$ cat config.mk
export PLATFORM = sky130hd
export DESIGN_NAME = eth_idma_req_queue
export DESIGN_NICKNAME = d
export VERILOG_FILES = /design/src/rtl/eth_idma_pkg.sv /design/src/rtl/eth_idma_sync_fifo.sv /design/src/rtl/eth_idma_req_queue.sv
export SDC_FILE = /design/constraint.sdc
export NUM_CORES = 1
export LEC_CHECK = 0
export ABC_AREA = 1
export BUFFER_PORTS_ARGS = -buffer_cell sky130_fd_sc_hd__buf_2
export CAP_MARGIN = 10
export CORE_ASPECT_RATIO = 1.25
export CORE_MARGIN = 1.5
export CORE_UTILIZATION = 40
export CTS_CLUSTER_DIAMETER = 50
export DETAILED_ROUTE_END_ITERATION = 16
export SYNTH_ARGS = -nofsm -noshare
export SYNTH_HDL_FRONTEND = slang
export SYNTH_HIERARCHICAL = 1
export SYNTH_SLANG_ARGS = --single-unit
export TNS_END_PERCENT = 30
$ cat constraint.sdc
create_clock -name clk_i -period 5 [get_ports clk_i]
set_input_delay 1.25 -clock clk_i [delete_from_list [all_inputs] [get_ports clk_i]]
set_output_delay 1.25 -clock clk_i [all_outputs]
set_load 0.02 [all_outputs]
$ cat src/rtl/eth_idma_pkg.sv
// Shared types for the Ethernet iDMA request path: default backend payloads and
// the channel-index width helper used to size grant and tracker entries.
package eth_idma_pkg;

    typedef struct packed {
        logic [31:0] src_addr;
        logic [31:0] dst_addr;
        logic [15:0] length;
    } idma_req_t;

    typedef struct packed {
        logic error;
    } idma_rsp_t;

    // A single-channel build still needs a one-bit index.
    function automatic int chan_idx_w(input int num_channels);
        return (num_channels > 1) ? $clog2(num_channels) : 1;
    endfunction

endpackage

$ cat src/rtl/eth_idma_sync_fifo.sv
// Synchronous FIFO with registered storage; head entry is visible the cycle
// after it is written. Push while full is taken only if a pop frees the slot.
module eth_idma_sync_fifo #(
    parameter type T     = logic,
    parameter int  Depth = 4,
    localparam int AddrW  = (Depth > 1) ? $clog2(Depth) : 1,
    localparam int UsageW = $clog2(Depth) + 1
) (
    input  logic              clk_i,
    input  logic              rst_i,
    input  logic              push_i,
    input  T                  data_i,
    input  logic              pop_i,
    output T                  data_o,
    output logic              full_o,
    output logic              empty_o,
    output logic [UsageW-1:0] usage_o
);

    T                  mem [Depth];
    logic [AddrW-1:0]  wr_ptr_reg, rd_ptr_reg;
    logic [UsageW-1:0] usage_reg;
    logic              do_push, do_pop;

    assign full_o  = (usage_reg == UsageW'(Depth));
    assign empty_o = (usage_reg == '0);
    assign usage_o = usage_reg;
    assign data_o  = mem[rd_ptr_reg];

    assign do_pop  = pop_i && !empty_o;
    assign do_push = push_i && (!full_o || do_pop);

    function automatic logic [AddrW-1:0] ptr_inc(input logic [AddrW-1:0] ptr);
        return (ptr == AddrW'(Depth - 1)) ? '0 : ptr + AddrW'(1);
    endfunction

    always_ff @(posedge clk_i) begin
        if (do_push) begin
            mem[wr_ptr_reg] <= data_i;
        end
    end

    always_ff @(posedge clk_i or posedge rst_i) begin
        if (rst_i) begin
            wr_ptr_reg <= '0;
            rd_ptr_reg <= '0;
            usage_reg  <= '0;
        end else begin
            if (do_push) wr_ptr_reg <= ptr_inc(wr_ptr_reg);
            if (do_pop)  rd_ptr_reg <= ptr_inc(rd_ptr_reg);
            if (do_push && !do_pop)      usage_reg <= usage_reg + UsageW'(1);
            else if (do_pop && !do_push) usage_reg <= usage_reg - UsageW'(1);
        end
    end

endmodule

$ cat src/rtl/eth_idma_req_queue.sv
// Per-channel descriptor queues with round-robin issue to one iDMA backend;
// in-order responses are routed back to the issuing channel via a tracker FIFO.
module eth_idma_req_queue #(
    parameter int  NumChannels = 2,
    parameter int  QueueDepth  = 4,
    parameter int  MaxInFlight = 4,
    parameter int  CntWidth    = 16,
    parameter type idma_req_t  = eth_idma_pkg::idma_req_t,
    parameter type idma_rsp_t  = eth_idma_pkg::idma_rsp_t
) (
    input  logic                                 clk_i,
    input  logic                                 rst_i,
    input  idma_req_t [NumChannels-1:0]          push_req_i,
    input  logic      [NumChannels-1:0]          push_valid_i,
    output logic      [NumChannels-1:0]          push_ready_o,
    output idma_req_t                            idma_req_o,
    output logic                                 req_valid_o,
    input  logic                                 req_ready_i,
    input  idma_rsp_t                            idma_rsp_i,
    input  logic                                 rsp_valid_i,
    output logic                                 rsp_ready_o,
    input  logic      [NumChannels-1:0]          clear_i,
    output logic      [NumChannels-1:0][CntWidth-1:0] done_cnt_o,
    output logic      [NumChannels-1:0]          error_o,
    output logic      [NumChannels-1:0]          irq_o,
    output logic                                 busy_o
);

    localparam int ChW     = eth_idma_pkg::chan_idx_w(NumChannels);
    localparam int QUsageW = $clog2(QueueDepth) + 1;
    localparam int TUsageW = $clog2(MaxInFlight) + 1;

    idma_req_t              q_data  [NumChannels];
    logic [QUsageW-1:0]     q_usage [NumChannels];
    logic [NumChannels-1:0] q_full, q_empty, q_push, q_pop;

    logic [ChW-1:0]     trk_ch;
    logic               trk_full, trk_empty;
    logic [TUsageW-1:0] trk_usage;

    logic [ChW-1:0] rr_ptr_reg, rr_ch, grant_ch, locked_ch_reg;
    logic           locked_reg, rr_found;
    logic           req_hs, rsp_hs;
    logic           busy_reg, busy_next;

    for (genvar gi = 0; gi < NumChannels; gi++) begin : g_queue
        assign q_push[gi] = push_valid_i[gi] && !q_full[gi];
        assign q_pop[gi]  = req_hs && (grant_ch == ChW'(gi));

        eth_idma_sync_fifo #(
            .T     (idma_req_t),
            .Depth (QueueDepth)
        ) u_queue (
            .clk_i   (clk_i),
            .rst_i   (rst_i),
            .push_i  (q_push[gi]),
            .data_i  (push_req_i[gi]),
            .pop_i   (q_pop[gi]),
            .data_o  (q_data[gi]),
            .full_o  (q_full[gi]),
            .empty_o (q_empty[gi]),
            .usage_o (q_usage[gi])
        );
    end

    assign push_ready_o = ~q_full;

    // First non-empty channel at or after the priority pointer.
    always_comb begin
        int cand;
        cand     = 0;
        rr_ch    = rr_ptr_reg;
        rr_found = 1'b0;
        for (int i = 0; i < NumChannels; i++) begin
            cand = int'(rr_ptr_reg) + i;
            if (cand >= NumChannels) cand = cand - NumChannels;
            if (!rr_found && !q_empty[ChW'(cand)]) begin
                rr_found = 1'b1;
                rr_ch    = ChW'(cand);
            end
        end
    end

    // A stalled request keeps its channel so later pushes cannot re-arbitrate.
    assign grant_ch    = locked_reg ? locked_ch_reg : rr_ch;
    assign req_valid_o = locked_reg || (rr_found && !trk_full);
    assign idma_req_o  = q_data[grant_ch];
    assign req_hs      = req_valid_o && req_ready_i;

    assign rsp_ready_o = !trk_empty;
    assign rsp_hs      = rsp_valid_i && rsp_ready_o;

    eth_idma_sync_fifo #(
        .T     (logic [ChW-1:0]),
        .Depth (MaxInFlight)
    ) u_tracker (
        .clk_i   (clk_i),
        .rst_i   (rst_i),
        .push_i  (req_hs),
        .data_i  (grant_ch),
        .pop_i   (rsp_hs),
        .data_o  (trk_ch),
        .full_o  (trk_full),
        .empty_o (trk_empty),
        .usage_o (trk_usage)
    );

    always_ff @(posedge clk_i or posedge rst_i) begin
        if (rst_i) begin
            rr_ptr_reg    <= '0;
            locked_reg    <= 1'b0;
            locked_ch_reg <= '0;
        end else if (req_hs) begin
            rr_ptr_reg <= (grant_ch == ChW'(NumChannels - 1)) ? '0 : grant_ch + ChW'(1);
            locked_reg <= 1'b0;
        end else if (req_valid_o) begin
            locked_reg    <= 1'b1;
            locked_ch_reg <= grant_ch;
        end
    end

    for (genvar gi = 0; gi < NumChannels; gi++) begin : g_chan
        logic                complete;
        logic [CntWidth-1:0] cnt_reg;
        logic                err_reg, irq_reg;

        assign complete       = rsp_hs && (trk_ch == ChW'(gi));
        assign done_cnt_o[gi] = cnt_reg;
        assign error_o[gi]    = err_reg;
        assign irq_o[gi]      = irq_reg;

        // A completion coinciding with clear counts as the first event after it.
        always_ff @(posedge clk_i or posedge rst_i) begin
            if (rst_i) begin
                cnt_reg <= '0;
                err_reg <= 1'b0;
                irq_reg <= 1'b0;
            end else begin
                irq_reg <= complete;
                if (complete) begin
                    if (clear_i[gi]) begin
                        cnt_reg <= CntWidth'(1);
                        err_reg <= idma_rsp_i.error;
                    end else begin
                        if (cnt_reg != '1) cnt_reg <= cnt_reg + CntWidth'(1);
                        err_reg <= err_reg | idma_rsp_i.error;
                    end
                end else if (clear_i[gi]) begin
                    cnt_reg <= '0;
                    err_reg <= 1'b0;
                end
            end
        end
    end

    // Occupancy after this edge is non-zero iff usage + push differs from pop.
    always_comb begin
        busy_next = (trk_usage + TUsageW'(req_hs)) != TUsageW'(rsp_hs);
        for (int c = 0; c < NumChannels; c++) begin
            if ((q_usage[c] + QUsageW'(q_push[c])) != QUsageW'(q_pop[c])) busy_next = 1'b1;
        end
    end

    always_ff @(posedge clk_i or posedge rst_i) begin
        if (rst_i) busy_reg <= 1'b0;
        else       busy_reg <= busy_next;
    end

    assign busy_o = busy_reg;

endmodule

Yosys cells after proc, flatten, opt, wreduce, memory -nomap -nowiden
Memories as Yosys holds them, arrays and structs flattened.
Cells that the tools add are included.
{"block": "op_classes", "n_bitwise": 7, "eq_ne": 14, "reduce_logical": 53, "n_addsub": 21, "n_mux": 51, "magnitude_cmp": 5}
{"cell": "two-way mux 80 bit", "n": 3}
{"cell": "two-way mux 16 bit", "n": 8}
{"cell": "adder 16 x 1 -> 16 bit, second input constant", "n": 2}
{"cell": "!= test 16 bit, second input constant", "n": 2}
{"cell": "two-way mux 1 bit", "n": 28}
{"cell": "logical AND 1 bit", "n": 22}
{"cell": "two-way mux 3 bit", "n": 6}
{"cell": "nonzero test 2 bit", "n": 8}
{"cell": "logical NOT 1 bit", "n": 13}
{"cell": "adder 2 x 1 -> 2 bit, second input constant", "n": 6}
{"cell": "equality test 2 bit, second input constant", "n": 6}
{"cell": "two-way mux 2 bit", "n": 6}
{"cell": "adder 3 x 1 -> 3 bit", "n": 3}
{"cell": "adder 3 x 1 -> 3 bit, second input constant", "n": 3}
{"cell": "equality test 3 bit, second input constant", "n": 3}
{"cell": "logical NOT 3 bit", "n": 3}
{"cell": "!= test 3 x 1 -> 1 bit", "n": 3}
{"cell": "subtractor 3 x 1 -> 3 bit, second input constant", "n": 3}
{"cell": "< comparator 1 x 3 -> 1 bit, second input constant", "n": 2}
{"cell": "AND reduction 2 bit", "n": 3}
{"cell": ">= comparator 2 bit, second input constant", "n": 2}
{"cell": "logical OR 1 bit", "n": 4}
{"cell": "NOT 1 bit", "n": 3}
{"cell": "adder 1 x 1 -> 2 bit, second input constant", "n": 1}
{"cell": "6 further kinds", "n": 8}
{"block": "word_totals", "input_bits": 169, "output_inout_bits": 121, "n_memories": 3, "ramBits": 644, "register_bits": 61, "wordCells": 173}
{"name": "g_queue[0].u_queue.mem", "words": 4, "width": 80, "rd": 1, "rd_ports_with_merged_regs": 0, "write_ports": 1, "line_no": "eth_idma_sync_fifo.sv:20", "source": "T mem [Depth];"}
{"name": "g_queue[1].u_queue.mem", "words": 4, "width": 80, "rd": 1, "rd_ports_with_merged_regs": 0, "write_ports": 1, "line_no": "eth_idma_sync_fifo.sv:20"}
{"name": "u_tracker.mem", "words": 4, "width": 1, "rd": 1, "rd_ports_with_merged_regs": 0, "write_ports": 1, "line_no": "eth_idma_sync_fifo.sv:20"}

Logic depth before layout (Yosys ltp)
Gate-level depths: netlist (run 1).
{"block": "logic_depth", "ltp_word": 20, "mapped_depth": 20, "depth_no_buf": 20}

Cells and area by module
Netlist (run 1), hierarchy kept.
{"module": "eth_idma_sync_fifo (g_queue[0].u_queue ...)", "cells_per_inst": 995, "seq_area_each_um2": 9784.4, "instances": 2, "area_per_inst_um2": 13106.3}
{"module": "eth_idma_req_queue", "cells_per_inst": 645, "seq_area_each_um2": 1001.0, "instances": 1, "area_per_inst_um2": 3682.3}
{"module": "eth_idma_sync_fifo (u_tracker)", "cells_per_inst": 72, "seq_area_each_um2": 295.3, "instances": 1, "area_per_inst_um2": 643.1}

Worst setup path before layout (run 1)
Ideal clock, no wire load.
{"block": "synth_path", "path_type": "input port to flip-flop", "from": "input req_ready_i", "to": "memory g_queue[0].u_queue/mem[0][0] (netlist bit) (enable)", "path_stages": 8, "setup_slack_ps": -849, "path_buffers": 0, "setup_time_ps": 519, "arrival_time_ps": 5330, "path_cell_list": "nand2_1 > inv_1 > nand2_1 > inv_1 > inv_1 > nand3_1 > nand2_1 > nor2_1"}
{"block": "synth_between", "elab_chain_len": 7}
{"element": "start: declaration", "line_no": "eth_idma_req_queue.sv:18", "source": "input logic req_ready_i,"}
{"element": "logical AND 1 bit", "line_no": "eth_idma_req_queue.sv:88", "source": "assign req_hs = req_valid_o && req_ready_i;"}
{"element": "via req_hs", "line_no": "eth_idma_req_queue.sv:43", "source": "logic req_hs, rsp_hs;"}
{"element": "logical AND 1 bit", "line_no": "eth_idma_req_queue.sv:48", "source": "assign q_pop[gi] = req_hs && (grant_ch == ChW'(gi));"}
{"element": "via q_pop[0]", "line_no": "eth_idma_req_queue.sv:35", "source": "logic [NumChannels-1:0] q_full, q_empty, q_push, q_pop;"}
{"element": "logical AND 1 bit", "line_no": "eth_idma_sync_fifo.sv:30", "source": "assign do_pop = pop_i && !empty_o;"}
{"element": "logical OR 1 bit", "line_no": "eth_idma_sync_fifo.sv:31", "source": "assign do_push = push_i && (!full_o || do_pop);"}
{"element": "logical AND 1 bit", "line_no": "eth_idma_sync_fifo.sv:31"}
{"element": "two-way mux 1 bit", "line_no": "eth_idma_sync_fifo.sv:38", "source": "if (do_push) begin"}
{"element": "two-way mux 1 bit (not written as such)", "line_no": "eth_idma_sync_fifo.sv:39", "source": "mem[wr_ptr_reg] <= data_i;"}
{"element": "end: declaration", "line_no": "eth_idma_sync_fifo.sv:20"}
The timed path passes the listed nets, and every way through them passes these cells.

==> metrics list, run 1 <==
- The flow ran to the end, and the final reports show no timing, DRC or antenna violations.
- Initial core utilization: 0.403
- Entering global routing, the biggest net connects roughly 150 pins.
* Via count of the first global-routing pass: about 20,000
- In the final layout, the share of cells above drive strength 1 is 0.164.
- Post-detailed-route DRC marker count: 0
* Maximum root-to-sink buffer count: 3
- Via density per instance: slightly below 5
- Pre-CTS setup slack: ~1100 ps
- The initial antenna violation count is 42.
* Post-Synthesis Cells: ~2,700
- Final Wtd Congestion: between 0.8 and 0.9
- Once the clock tree was built, the resizer swapped 0 gates to a different size.
* Data arrival time at the worst-slack endpoint: 2890 ps
- Leakage power summed over all cells: between 10 and 15 nW
* Instance count along the most critical hold path: 2
* Std-Cell Core Area: about 0.076 mm²
* Maximum vdd ir drop: 0.330 mV
- Ports placed on the boundary: a little under 300
- Startpoint of the worst-slack reg-to-reg timing path: g_queue[0].u_queue/usage_o[0]$_DFFE_PP0P_
- Register Area: 0.0209 mm²
- Max-cap violations in this run came to 0.
* All-Layer GR Usage: 0.190
- The critical path starts at locked_reg$_DFFE_PP0P_.
- Relative to the synthesized area, the layout overhead comes to 16.0%.
- The critical path in this run is classified as reg -> out.
- Final layout net count: ~3,200
- Setup violations remaining at the end of the flow were counted as 0.
* TritonCTS buffer count: 80
- The worst path in the final design needs a cycle of 4140 ps, including I/O delays and setup.
* Count of routing violations after the opening detailed-route iteration: 1,597
* Total number of vias: around 20,000
* Final Total Pwr: between 20 and 25 mW
* Worst reg2reg endpoint: g_queue[0].u_queue/mem[0][78]$_DFFE_PP_
- Max Slew Vio Count: 0
- The first detailed-routing pass ran for 5 iterations.
- Clock skew: about 27 ps
* Horizontal die dimension: ~250 µm
- TritonCTS built the clock tree.
- The worst setup path is captured at an output pin.
* Slew headroom: 0.353
- The number of hold-slack violations in the final timing report came to 0.
- Clock root buffer: clkbuf_16
- Floorplan die area: around 0.078 mm²
* Syn avg cell area: approximately 11 µm²
* Type of the tightest min-delay check: reg -> reg
- For hold timing, the worst endpoint is g_chan[0].err_reg$_DFFE_PP0P_.
- Clock transition at the register clock pins on the worst setup and hold paths after CTS: 60 ps
- Startpoint of the worst hold path: g_chan[0].err_reg$_DFFE_PP0P_
* Yosys warnings: 6
- The register with the most flip-flops in the layout has 640 of them.
* Average detailed-routed wire length per instance: 18.5 µm
- For the worst setup path, the data required time is 3750 ps.
- Cell row count: approximately 110
- The setup check on the worst reg-to-reg path leaves a slack of roughly 1400 ps.
- Setup repair after global routing missed its margin: no
- Max Clock Freq: between 200 and 250 MHz
- For this run the aggregate overflow at the end of global routing stands at 0.
* HPWL after detailed placement: around 51,000 µm
* Util after Layout: 0.468
- Count of buffers from port buffering: 289
- STA classifies the critical path startpoint as a register.
- Cell area after technology mapping: roughly 0.031 mm²
- The first global-routing pass estimated 114,000 µm of wire.
- After filler insertion, the fill cell instance count of the layout stands at 6,870.
- Register-to-Register Path Depth: 13
- Multi-input logic area: around 0.0071 mm²
* Worst Path Max Fanout: 43
* Routed WL: approximately 75,000 µm
- After clock tree synthesis, the flow added hold-fix buffers numbering 0.
- Power spread over the standard cell area amounts to between 600 and 700 mW/mm².
- Once routing completed, OpenROAD measured the worst setup slack at ~860 ps.
- Least-Margin Pin Slew: between 900 and 1000 ps
- After detailed placement, the total cell area comes to 0.0329 mm².
- The die is slightly above 300 µm tall.
- Setup Fix Bufs, Post-CTS: 0
* Clock sinks: 705
- The H-tree was split into 3 levels.
- Insertion delay of the later-clocked pin in the worst-skew pair: 620 ps
- Nets in the synthesized netlist: ~2,900
- The count of nets left with antenna violations once routing finished came out at 0.
* Period utilisation layout: 0.828
* Final design instance area without fill: 0.0354 mm²
[through the flow]
step           hold WS (ps)  setup TNS [ps]  cells
2_1_floorplan           453         -513200   2706
3_3_place_gp            470               0   3884
3_5_place_dp            473               0   3884
4_1_cts                 488               0   4023
5_1_grt                 501               0   4030
6_report                484               0   4041
[how the worst max path moves through the flow]
stage | end | slack [ps]
floorplan | g_queue[0].u_queue/mem[0][0]$_DFFE_PP_ | -850
global placement | g_queue[0].u_queue/mem[1][50]$_DFFE_PP_ | 1230
detailed placement | g_queue[0].u_queue/mem[0][69]$_DFFE_PP_ | 1130
CTS | idma_req_o[28] | 770
global route | idma_req_o[28] | 710
finish | idma_req_o[28] | 860
[per-layer routing]
layer / up-vias / share of wire / track usage
met3: 154 / 0.076 / 0.0473
met2: 566 / 0.48 / 0.307
met4: 26 / 0.030 / 0.0749
met5: - / 0.0020 / 0
met1: 9586 / 0.41 / 0.246
li1: 9713 / - / -
[area by class of cell]
cell class / instances / area share
Sequential cell: 705 / 0.589
Antenna cell: 18 / 0.00127
Timing Repair Buffer: 335 / 0.0566
Multi-Input combinational cell: 1437 / 0.201
Clock inverter: 45 / 0.0107
Inverter: 430 / 0.0456
Tap cell: 977 / 0.0345
Clock buffer: 94 / 0.0607
[placed cells by master (no fill, tap or decap), types with 3 or more instances in the layout]
cell / count
nor2_1: 42
nand2_2: 8
clkinv_1: 12
nor3_1: 7
clkinv_4: 5
o21ai_0: 78
dfrtp_1: 57
o21ai_2: 6
edfxtp_1: 644
ha_1: 25
clkinvlp_4: 4
nand2_1: 720
o211ai_1: 163
clkbuf_16: 84
inv_6: 5
bufinv_16: 3
buf_4: 29
xnor2_1: 6
xor2_1: 4
o21ai_1: 113
buf_12: 17
a21oi_1: 162
fa_1: 3
nor2_2: 3
or2_2: 3
dfrtp_4: 4
nand3_1: 47
o21bai_1: 3
clkinv_2: 13
nand2_4: 4
diode_2: 18
clkinv_8: 3
nor2_4: 12
buf_2: 289
clkbuf_1: 9
inv_1: 428
nand4_1: 20
[worst max-delay path, stage by stage, from the launching register on]
cell and delay, ps:
dfrtp_1 360, inv_1 130, nand2_1 120, o21ai_4 90, buf_4 490, buf_4 560, nand2_1 110, nand2_1 150
buf_2 190
[power breakdown]
group	internal (mW)	switching, mW	leakage (nW)
Clock	3.25	2.35	1.24
Sequential	7.73	0.656	6.68
Combinational	2.30	5.44	6.74
(Power assumes the default switching activity.)
==> inputs of run 2 (changes only) <==
==> constraint.sdc (replaced) <==
create_clock -name clk_i -period 3.5 [get_ports clk_i]
set_input_delay 0.875 -clock clk_i [delete_from_list [all_inputs] [get_ports clk_i]]
set_output_delay 0.875 -clock clk_i [all_outputs]
set_load 0.02 [all_outputs]
==> run 2 against run 1 <==
  * Hold slack got worse by 240 ps
  * Final cell count decreased by 0.12%
  * Routed wire length increased by 0.11%
  * Sequential power increased by 41%
  * Highest routed layer unchanged
  * Utilization decreased by 0.097 points
  * First-iteration DRC count decreased by 18%
  * Clock power increased by 39%
==> metrics list, run 2 (synthesis results as in run 1) <==
- The endpoint identified for the worst register-to-register timing path is g_queue[0].u_queue/usage_o[2]$_DFFE_PP0P_.
- Detailed placement finished with a half-perimeter wire length of 48,000 µm.
* Clock skew: roughly 23 ps
- All-Layer GR Usage: 0.189
* Die outline height: between 300 and 400 µm
- The library cells used most frequently in the layout, excluding fill and tap cells, are nand2_1 (719), edfxtp_1 (644), inv_1 (428), buf_2 (289), o211ai_1 (163).
- Std-Cell Core Area: between 0.07 and 0.08 mm²
- Hold_ws: 242 ps
- After routing, the total negative slack on setup checks comes to 0 ps.
* Max capacitance violation total: 0
- The floorplan step defined a die boundary enclosing 0.0780 mm².
- The worst setup path is launched from a register.
- Worst Path Max Fanout: 74
* Average detailed-routed wire length per instance: between 15 and 20 µm
* Fraction of power consumed by combinational cells: 0.367
- Ordered list of cells on the worst path: buf_12 > a21oi_1 > o21ai_1 > nand2_1 > nand2_1 > nand2_1 > buf_2
- The path class of the tightest hold or removal check is in -> async.
- Power per Cell Area: just under 900 mW/mm²
- Entering global routing, the biggest net connects 109 pins.
* Maximum root-to-sink buffer count: 3
- Clock latency on the worst-skew pair, taken at its later pin, is slightly above 600 ps.
- The floorplan step set the die width to around 250 µm.
- Final Wtd Congestion: 0.887
- The number of global-route vias before repair is a little under 20,000.
- In this run the worst setup path begins at g_queue[1].u_queue/rd_ptr_reg[0]$_DFFE_PP0P_.
* Max Clock Freq: 298 MHz
- Dividing the final minimum period by the clock period gives 0.958.
- In this run the power spent charging and discharging nets is around 12 mW.
- Ratio of cells with drive above 1 in the final layout: 0.161
- Of the total power, the share spent switching nets is 0.391.
* Register-to-Register Path Depth: 19
- Setup violations remaining at the end of the flow were counted as 0.
- Headroom to the max-slew limit came out at 0.531.
- Clock transition at the register clock pins on the worst setup and hold paths after CTS: roughly 60 ps
* Final min period: 3350 ps
- Critical path depth in cells: 7
- Together, buffers and inverters on the worst path number 2.
- Run status: finished, final reports clean
* Max Slew Vio Count: 0
- Relative to the synthesized area, the layout overhead comes to 15.8%.
- TritonCTS buffer count: 78
- 290 I/O pins were placed.
* Final layout net count: between 3,000 and 4,000
* H-Tree Depth: 3
- Initial core utilization: 0.403
- In this design, the stage delay of the slowest critical-path cell is around 760 ps.
* Clock sinks: around 710
- Leading cell type in the layout, fill and taps excluded: nand2_1
- Least-Margin Pin Slew: just over 700 ps
* Leakage power summed over all cells: 14.6 nW
- The share of total power dissipated in sequential elements is 0.381.
- Flip-flop count of the largest register after layout: 640
- Capture point of the worst path: idma_req_o[36]
- Setup repair after global routing left no endpoint under its margin.
- Using the TritonRoute via totals, the vias-per-cell ratio works out to around 5.
- Data arrival time at the worst-slack endpoint: around 2500 ps
* Clock root buffer: clkbuf_16
* CP delay by family, top: flip-flops
- Fill cell instance count of the final layout: 6,852
* Internal cell power: approximately 19 mW
- Clock power frac: 0.251
* Top cell by count, worst path: nand2_1
- Total number of vias: between 20,000 and 25,000
- Global-route wire length before repair: roughly 110,000 µm
- The initial antenna violation count is 37.
- At the worst endpoint, the required time is approximately 2600 ps.
- After the first detailed-routing iteration, the DRC count stood at ~1,300.
- Post-detailed-route DRC marker count: 0
* Clock tree from TritonCTS: yes
- The total overflow left after global routing is 0.
- In this run the core area contains approximately 110 standard-cell rows.
- Routed WL: 74,800 µm
- Maximum vdd ir drop: 0.560 mV
- The worst register-to-register path has a setup slack of about 450 ps.
- Slowest cell on the critical path: dfrtp_4
- For this run, the detailed router's first-pass iteration total came to 5.
- Remaining antenna violation count: 0
- Hold violation total from the final report: 0
* Number of buffers added to fix hold violations after cts: 0
- The critical path is of the reg -> out type.
* Count of buffers from port buffering: approximately 290
- The worst register-to-register path begins at g_queue[0].u_queue/usage_o[0]$_DFFE_PP0P_.
- STA classifies the critical path endpoint as an output pin.
==> run 2: cell count changes in the layout (fill, tap and decap cells not counted), sizes merged <==
cell and change:
buf -8, inv +1, bufinv -1, clkinvlp +1, clkbuf +2
==> run 2: worst register-to-register path, delay by kind of cell (launching register included) <==
family | cells | cell delay [ps]
buf+inv | 7 | 650
flops | 1 | 460
compound gates | 1 | 200
simple gates | 9 | 1060
fa+ha+maj | 2 | 560
==> run 2: cell type report <==
cell class                      instances  area (µm²)  share of cell area
Clock inverter                         46         337             0.00952
Clock buffer                           96        2100              0.0595
Antenna cell                           18        45.0             0.00127
Inverter                              430        1620              0.0457
Tap cell                              977        1220              0.0346
Sequential cell                       705       20900               0.591
Multi-Input combinational cell       1437        7140               0.202
Timing Repair Buffer                  327        2010              0.0570
==> run 2: per-layer routing <==
metal | up-vias | share of wire | routed length [µm] | GRT usage
met5 | - | 0.0028 | 211 | 0
met2 | 508 | 0.50 | 37000 | 0.317
met1 | 9738 | 0.42 | 31100 | 0.232
met4 | 34 | 0.027 | 2020 | 0.0842
met3 | 141 | 0.059 | 4450 | 0.0444
li1 | 9702 | - | - | -
==> run 2: worst min-delay path by stage <==
stage / endpoint / slack [ps] / cells after the start
finish: u_tracker/usage_o[2]$_DFFE_PP0P_ / 240 / 2
CTS: u_tracker/usage_o[2]$_DFFE_PP0P_ / 200 / 2
global placement: g_chan[0].err_reg$_DFFE_PP0P_ / 460 / 2
floorplan: locked_ch_reg$_DFFE_PP0P_ / 450 / 2
global route: u_tracker/usage_o[2]$_DFFE_PP0P_ / 240 / 2
detailed placement: g_chan[1].err_reg$_DFFE_PP0P_ / 470 / 2
==> run 2: power by group through the flow <==
stage,Sequential [mW],Combinational [mW],Clock [mW]
final,11.8,11.4,7.78
after global routing,12.0,12.5,8.26
after CTS,11.8,11.4,7.96
after detailed placement,12.0,11.4,0
after global placement,11.9,11.2,0
after floorplan,11.7,8.03,0
==> run 2: what timing repair did <==
item,in CTS,in global routing
setup endpoints to repair,0,8
gates resized for setup,0,0
setup buffers,0,1
==> run 2: per-stage QoR <==
step	cells	setup WS [ps]	cell area, µm²	utilization	power (mW)
after detailed placement	3875	448	32800	0.433	23.4
after CTS	4017	55.3	35300	0.466	31.2
after global routing	4032	9.67	35300	0.466	32.8
final	4036	147	35400	0.467	30.9
after floorplan	2706	-698	30600	-	19.7
after global placement	3875	516	32800	0.433	23.1
